==> src/rtl/req_enc_pkg.sv <==
// Shared types and helpers for the req_encoder_n request encoder.
package req_enc_pkg;

  typedef enum logic [0:0] {
    ST_IDLE,
    ST_HOLD
  } state_e;

  // Index after idx, wrapping to 0 past the last line (handles non-power-of-two widths).
  function automatic int unsigned ptr_wrap_inc(input int unsigned idx, input int unsigned n);
    return (idx + 32'd1 >= n) ? 32'd0 : idx + 32'd1;
  endfunction

endpackage

==> src/rtl/req_enc_pick.sv <==
// Combinational winner search: first set request at or after start, wrapping around.
module req_enc_pick #(
  parameter int unsigned N_LINES = 8,
  localparam int unsigned OUT_W = $clog2(N_LINES)
) (
  input  logic [N_LINES-1:0] req,
  input  logic [OUT_W-1:0]   start,
  output logic [OUT_W-1:0]   idx,
  output logic               any
);

  logic [OUT_W-1:0] pos;

  always_comb begin
    idx = '0;
    any = 1'b0;
    pos = '0;
    for (int unsigned k = 0; k < N_LINES; k++) begin
      pos = OUT_W'((32'(start) + k) % N_LINES);
      if (!any && req[pos]) begin
        idx = pos;
        any = 1'b1;
      end
    end
  end

endmodule

==> src/rtl/req_encoder_n.sv <==
// Registered N-to-log2(N) request encoder with ready/valid output and fixed or round-robin
// arbitration. Define REQ_ENC_MULTIHOT_DET_EN to add the registered multi_hot flag.
module req_encoder_n
  import req_enc_pkg::*;
#(
  parameter int unsigned N_LINES = 8,
  parameter int unsigned RR_MODE = 0,
  localparam int unsigned OUT_W = $clog2(N_LINES)
) (
  input  logic               clk,
  input  logic               rst_n,
  input  logic [N_LINES-1:0] in_lines,
  output logic [OUT_W-1:0]   out_lines,
  output logic               out_valid,
  input  logic               out_ready
`ifdef REQ_ENC_MULTIHOT_DET_EN
  ,
  output logic               multi_hot
`endif
);

  state_e           state_q, state_d;
  logic [OUT_W-1:0] lines_q, lines_d;
  logic [OUT_W-1:0] ptr_q, ptr_d;
  logic             valid_q, valid_d;
  logic             handshake;
  logic             capture;
  logic [OUT_W-1:0] next_ptr;
  logic [OUT_W-1:0] start;
  logic [OUT_W-1:0] pick_idx;
  logic             pick_any;

  assign handshake = valid_q && out_ready;
  assign next_ptr  = OUT_W'(ptr_wrap_inc(32'(lines_q), N_LINES));
  // A capture during a handshake already searches from the post-accept pointer.
  assign start     = (RR_MODE == 0) ? '0 : (handshake ? next_ptr : ptr_q);

  req_enc_pick #(
    .N_LINES(N_LINES)
  ) u_pick (
    .req  (in_lines),
    .start(start),
    .idx  (pick_idx),
    .any  (pick_any)
  );

  always_comb begin
    state_d = state_q;
    valid_d = valid_q;
    lines_d = lines_q;
    ptr_d   = ptr_q;
    capture = 1'b0;
    unique case (state_q)
      ST_IDLE: begin
        if (pick_any) begin
          capture = 1'b1;
          valid_d = 1'b1;
          state_d = ST_HOLD;
        end
      end
      ST_HOLD: begin
        if (out_ready) begin
          ptr_d = next_ptr;
          if (pick_any) begin
            capture = 1'b1;
          end else begin
            valid_d = 1'b0;
            state_d = ST_IDLE;
          end
        end
      end
      default: state_d = ST_IDLE;
    endcase
    if (capture) begin
      lines_d = pick_idx;
    end
  end

  always_ff @(posedge clk or negedge rst_n) begin
    if (!rst_n) begin
      state_q <= ST_IDLE;
      valid_q <= 1'b0;
      lines_q <= '0;
      ptr_q   <= '0;
    end else begin
      state_q <= state_d;
      valid_q <= valid_d;
      lines_q <= lines_d;
      ptr_q   <= ptr_d;
    end
  end

  assign out_lines = lines_q;
  assign out_valid = valid_q;

`ifdef REQ_ENC_MULTIHOT_DET_EN
  logic multi_q;

  always_ff @(posedge clk or negedge rst_n) begin
    if (!rst_n) begin
      multi_q <= 1'b0;
    end else if (capture) begin
      multi_q <= ($countones(in_lines) > 1);
    end
  end

  assign multi_hot = multi_q;
`endif

endmodule
==> config.mk <==
export PLATFORM = sky130hd
export DESIGN_NAME = req_encoder_n
export DESIGN_NICKNAME = d
export VERILOG_FILES = /design/src/rtl/req_enc_pkg.sv /design/src/rtl/req_enc_pick.sv /design/src/rtl/req_encoder_n.sv
export SDC_FILE = /design/constraint.sdc
export NUM_CORES = 1
export LEC_CHECK = 0
export CAP_MARGIN = 20
export CORE_AREA = 2 2 39 41
export DETAILED_ROUTE_END_ITERATION = 16
export DIE_AREA = 0 0 41 43
export RECOVER_POWER = 25
export SYNTH_ARGS = -nofsm -noshare
export SYNTH_HDL_FRONTEND = slang
export SYNTH_SLANG_ARGS = --single-unit
==> constraint.sdc <==
create_clock -name clk -period 1.8 [get_ports clk]
set_input_delay 0.45 -clock clk [delete_from_list [all_inputs] [get_ports clk]]
set_output_delay 0.45 -clock clk [all_outputs]
set_load 0.005 [all_outputs]
==> load_flow_metrics.sql <==
INSERT INTO impl_metrics (metric_group, metric, value, unit) VALUES
('logic_synthesis', 'synth_top_area_cell', 'sky130_fd_sc_hd__dfrtp_1', ''),
('power', 'power.internal', '0.259', 'mW'),
('clock_tree', 'root_buffer', 'sky130_fd_sc_hd__clkbuf_4', ''),
('placed_design', 'pre_cts_ws', '-220', 'ps'),
('job', 'max_cap_viol_count', '0', ''),
('clock_tree', 'clkSlewWorstSetupHoldPaths', '50', 'ps'),
('placed_design', 'place.detailed.hpwl', '585', 'um'),
('final_layout', 'multiInputGateArea', '133', 'um2'),
('timing', 'grt_setup_unrepaired', 'true', ''),
('die', 'die_area', '1760', 'um2'),
('logic_synthesis', 'number_of_flops_mapped_to_enable_cells_by_yosys', '0', ''),
('global_routing', 'grt_pass1_wl', '1.34', 'mm'),
('logic_synthesis', 'syn-cell-area', '260', 'um2'),
('timing', 'timing_worst_slew_pin_value', '245', 'ps'),
('detailed_routing', 'route.met3.wl', '29', 'um'),
('logic_synthesis', 'synth_top_cells_by_count', '5 x sky130_fd_sc_hd__dfrtp_1, 4 x sky130_fd_sc_hd__inv_1, 3 x sky130_fd_sc_hd__a21oi_1, 3 x sky130_fd_sc_hd__nor2_1, 2 x sky130_fd_sc_hd__nand2_1', ''),
('detailed_routing', 'routed_wirelength', '744', 'um'),
('worst_setup_path', 'critical_path_class', 'input pin to register', ''),
('global_routing', 'initial_antenna_violation_count', '0', ''),
('final_layout', 'finish.cell_count_without_fillers', '71', ''),
('worst_setup_path', 'critPathRequiredTime', '1950', 'ps'),
('detailed_routing', 'antenna_left', '0', ''),
('placed_design', 'portBuffers', '14', ''),
('timing', 'setup-violations-final', '0', ''),
('timing', 'finClkSkew', '2.93', 'ps'),
('die', 'ioPinCount', '15', ''),
('final_layout', 'synthToLayoutAreaGrowth', '102', '%'),
('die', 'initial_utilization', '18.8', '%'),
('die', 'fp.dieW', '41', 'um'),
('detailed_routing', 'firstDrtPassIters', '4', ''),
('logic_synthesis', 'synth_cell_type_count', '16', ''),
('timing', 'final_critical_path_share_of_the_clock_period', '97.6', '%'),
('timing', 'max_freq', '0.569', 'GHz'),
('logic_synthesis', 'yosysSeqAreaShare', '48.1', '%'),
('status', 'status', 'finished clean', ''),
('final_layout', 'drive_gt1_share', '29.1', '%'),
('detailed_routing', 'top_layer', 'met3', ''),
('clock_tree', 'htree_levels', '1', ''),
('min_path', 'hold_path.startpoint', 'state_q', ''),
('final_layout', 'n_antenna_cell', '0', ''),
('worst_setup_path', 'worst_path_max_delay_cell', 'sky130_fd_sc_hd__or4_4', ''),
('worst_setup_path', 'crit_path_cell_trace', 'clkdlybuf4s50_1 > or4_4 > a211o_1 > a32oi_2', ''),
('clock_tree', 'tritoncts.num_buffers', '3', ''),
('detailed_routing', 'wl_met1', '296', 'um'),
('global_routing', 'grt_start_max_net_pins', '6', ''),
('placed_design', 'dpl.cell_count', '67', ''),
('clock_tree', 'tritoncts_num_sinks', '5', ''),
('timing', 'min_clock_period_post_route', '1760', 'ps'),
('power', 'p_leak', '0.230', 'nW'),
('power', 'switching_share', '24.0', '%'),
('worst_setup_path', 'worstPathArrival', '1910', 'ps'),
('detailed_routing', 'detailroute.via_count', '302', ''),
('worst_setup_path', 'timing.rr.end', 'out_lines[2]', ''),
('worst_setup_path', 'cp_slowest_stage_delay', '540', 'ps'),
('global_routing', 'global_route.overflow_total', '0', ''),
('worst_setup_path', 'depth_of_the_worst_register_to_register_path', '4', ''),
('global_routing', 'grt_pass1_vias', '338', ''),
('logic_synthesis', 'yosys_register_bits', '5', ''),
('logic_synthesis', 'yosys_most_used_dff', 'sky130_fd_sc_hd__dfrtp_1', ''),
('timing', 'maxSlewHeadroom', '83.6', '%'),
('worst_setup_path', 'critPathCaptureType', 'register', ''),
('final_layout', 'seq_area', '125', 'um2'),
('worst_setup_path', 'setup.reg_to_reg.worst_slack', '910', 'ps'),
('final_layout', 'fin_nets', '67', ''),
('power', 'p_sw', '0.0819', 'mW'),
('detailed_routing', 'detailroute.wirelength.met2', '418', 'um'),
('timing', 'final.setup.worst_slack', '43.0', 'ps'),
('timing', 'fin_tns_setup', '0', 'ps'),
('logic_synthesis', 'yosysTopAreaCellShare', '48.1', '%'),
('logic_synthesis', 'avgSynthCellArea', '9.29', 'um2'),
('die', 'core_area', '1380', 'um2');
-- power by group through the flow --
stage                     sequential (mW)  combinational, mW  clock, mW
after detailed placement            0.128             0.0786          0
final                               0.126             0.0812      0.134
after CTS                           0.127             0.0797      0.143
after global routing                0.128             0.0888      0.147
after global placement              0.128             0.0779          0
after floorplan                     0.128             0.0175          0
-- worst max-delay path: cells and delay by family --
kind,cells,cell delay (ps)
compound gates,2,480
buf+inv,1,430
simple gates,1,540
-- how the worst max path moves through the flow --
| stage | start | to | slack, ps |
|---|---|---|---|
| after global placement | in_lines[2] | out_lines[0] | -220 |
| final | in_lines[3] | out_lines[0] | 40 |
| after global routing | in_lines[2] | out_lines[0] | -7 |
| after detailed placement | in_lines[3] | out_lines[0] | -220 |
| after CTS | in_lines[3] | out_lines[0] | 10 |
| after floorplan | in_lines[2] | out_lines[0] | 290 |
-- cell usage in the layout (no fill, tap or decap), types with 2 or more instances in the layout --
cell type	synthesis	final
sky130_fd_sc_hd__a21oi_1	3	3
sky130_fd_sc_hd__buf_4	0	9
sky130_fd_sc_hd__clkbuf_4	0	3
sky130_fd_sc_hd__clkdlybuf4s50_1	0	13
sky130_fd_sc_hd__dfrtp_1	5	5
sky130_fd_sc_hd__inv_1	4	4
sky130_fd_sc_hd__nand2_1	2	2
sky130_fd_sc_hd__nor2_1	3	3
-- flip-flops by register name, indices dropped and copies added, names as in the netlist --
name / cells
out_lines: 3
out_valid: 1
state_q: 1
-- metal layers --
| layer | global-route usage (%) | up-vias |
|---|---|---|
| li1 | - | 159 |
| met1 | 13.8 | 134 |
| met2 | 17.2 | 9 |
| met3 | 4.71 | 0 |
| met4 | 6.00 | 0 |
| met5 | 0 | - |
-- kinds of logic (layout without fill, tap and decap cells) --
kind of cell / Yosys count / after routing / synth area share [%]
compound gates: 10 / 10 / 26.0
simple gates: 9 / 9 / 20.2
flops: 5 / 5 / 48.1
buf+inv: 4 / 31 / 5.77
-- stage by stage --
step | hold WS (ps) | cell area, um2 | utilization (%)
floorplan | 154 | 260 | -
global placement | 461 | 488 | 35.3
detailed placement | 470 | 488 | 35.3
CTS | 424 | 514 | 37.2
global route | 505 | 527 | 38.1
finish | 472 | 527 | 38.1
-- what timing repair did --
item / in CTS / in global routing
hold buffers: 0 / 0
cloned: 0 / 0
resized for setup: 0 / 3
pin swaps: 1 / 0
setup endpoints to repair: 1 / 3
-- final cells by class --
cell class              instances  area share [%]
multi-input cells              19            25.2
clock buffers                   4            4.99
flip-flops and latches          5            23.8
well taps                      16            3.80
repair buffers                 23            39.4
inverters                       4            2.85
Power figures use the tool's default switching activity.
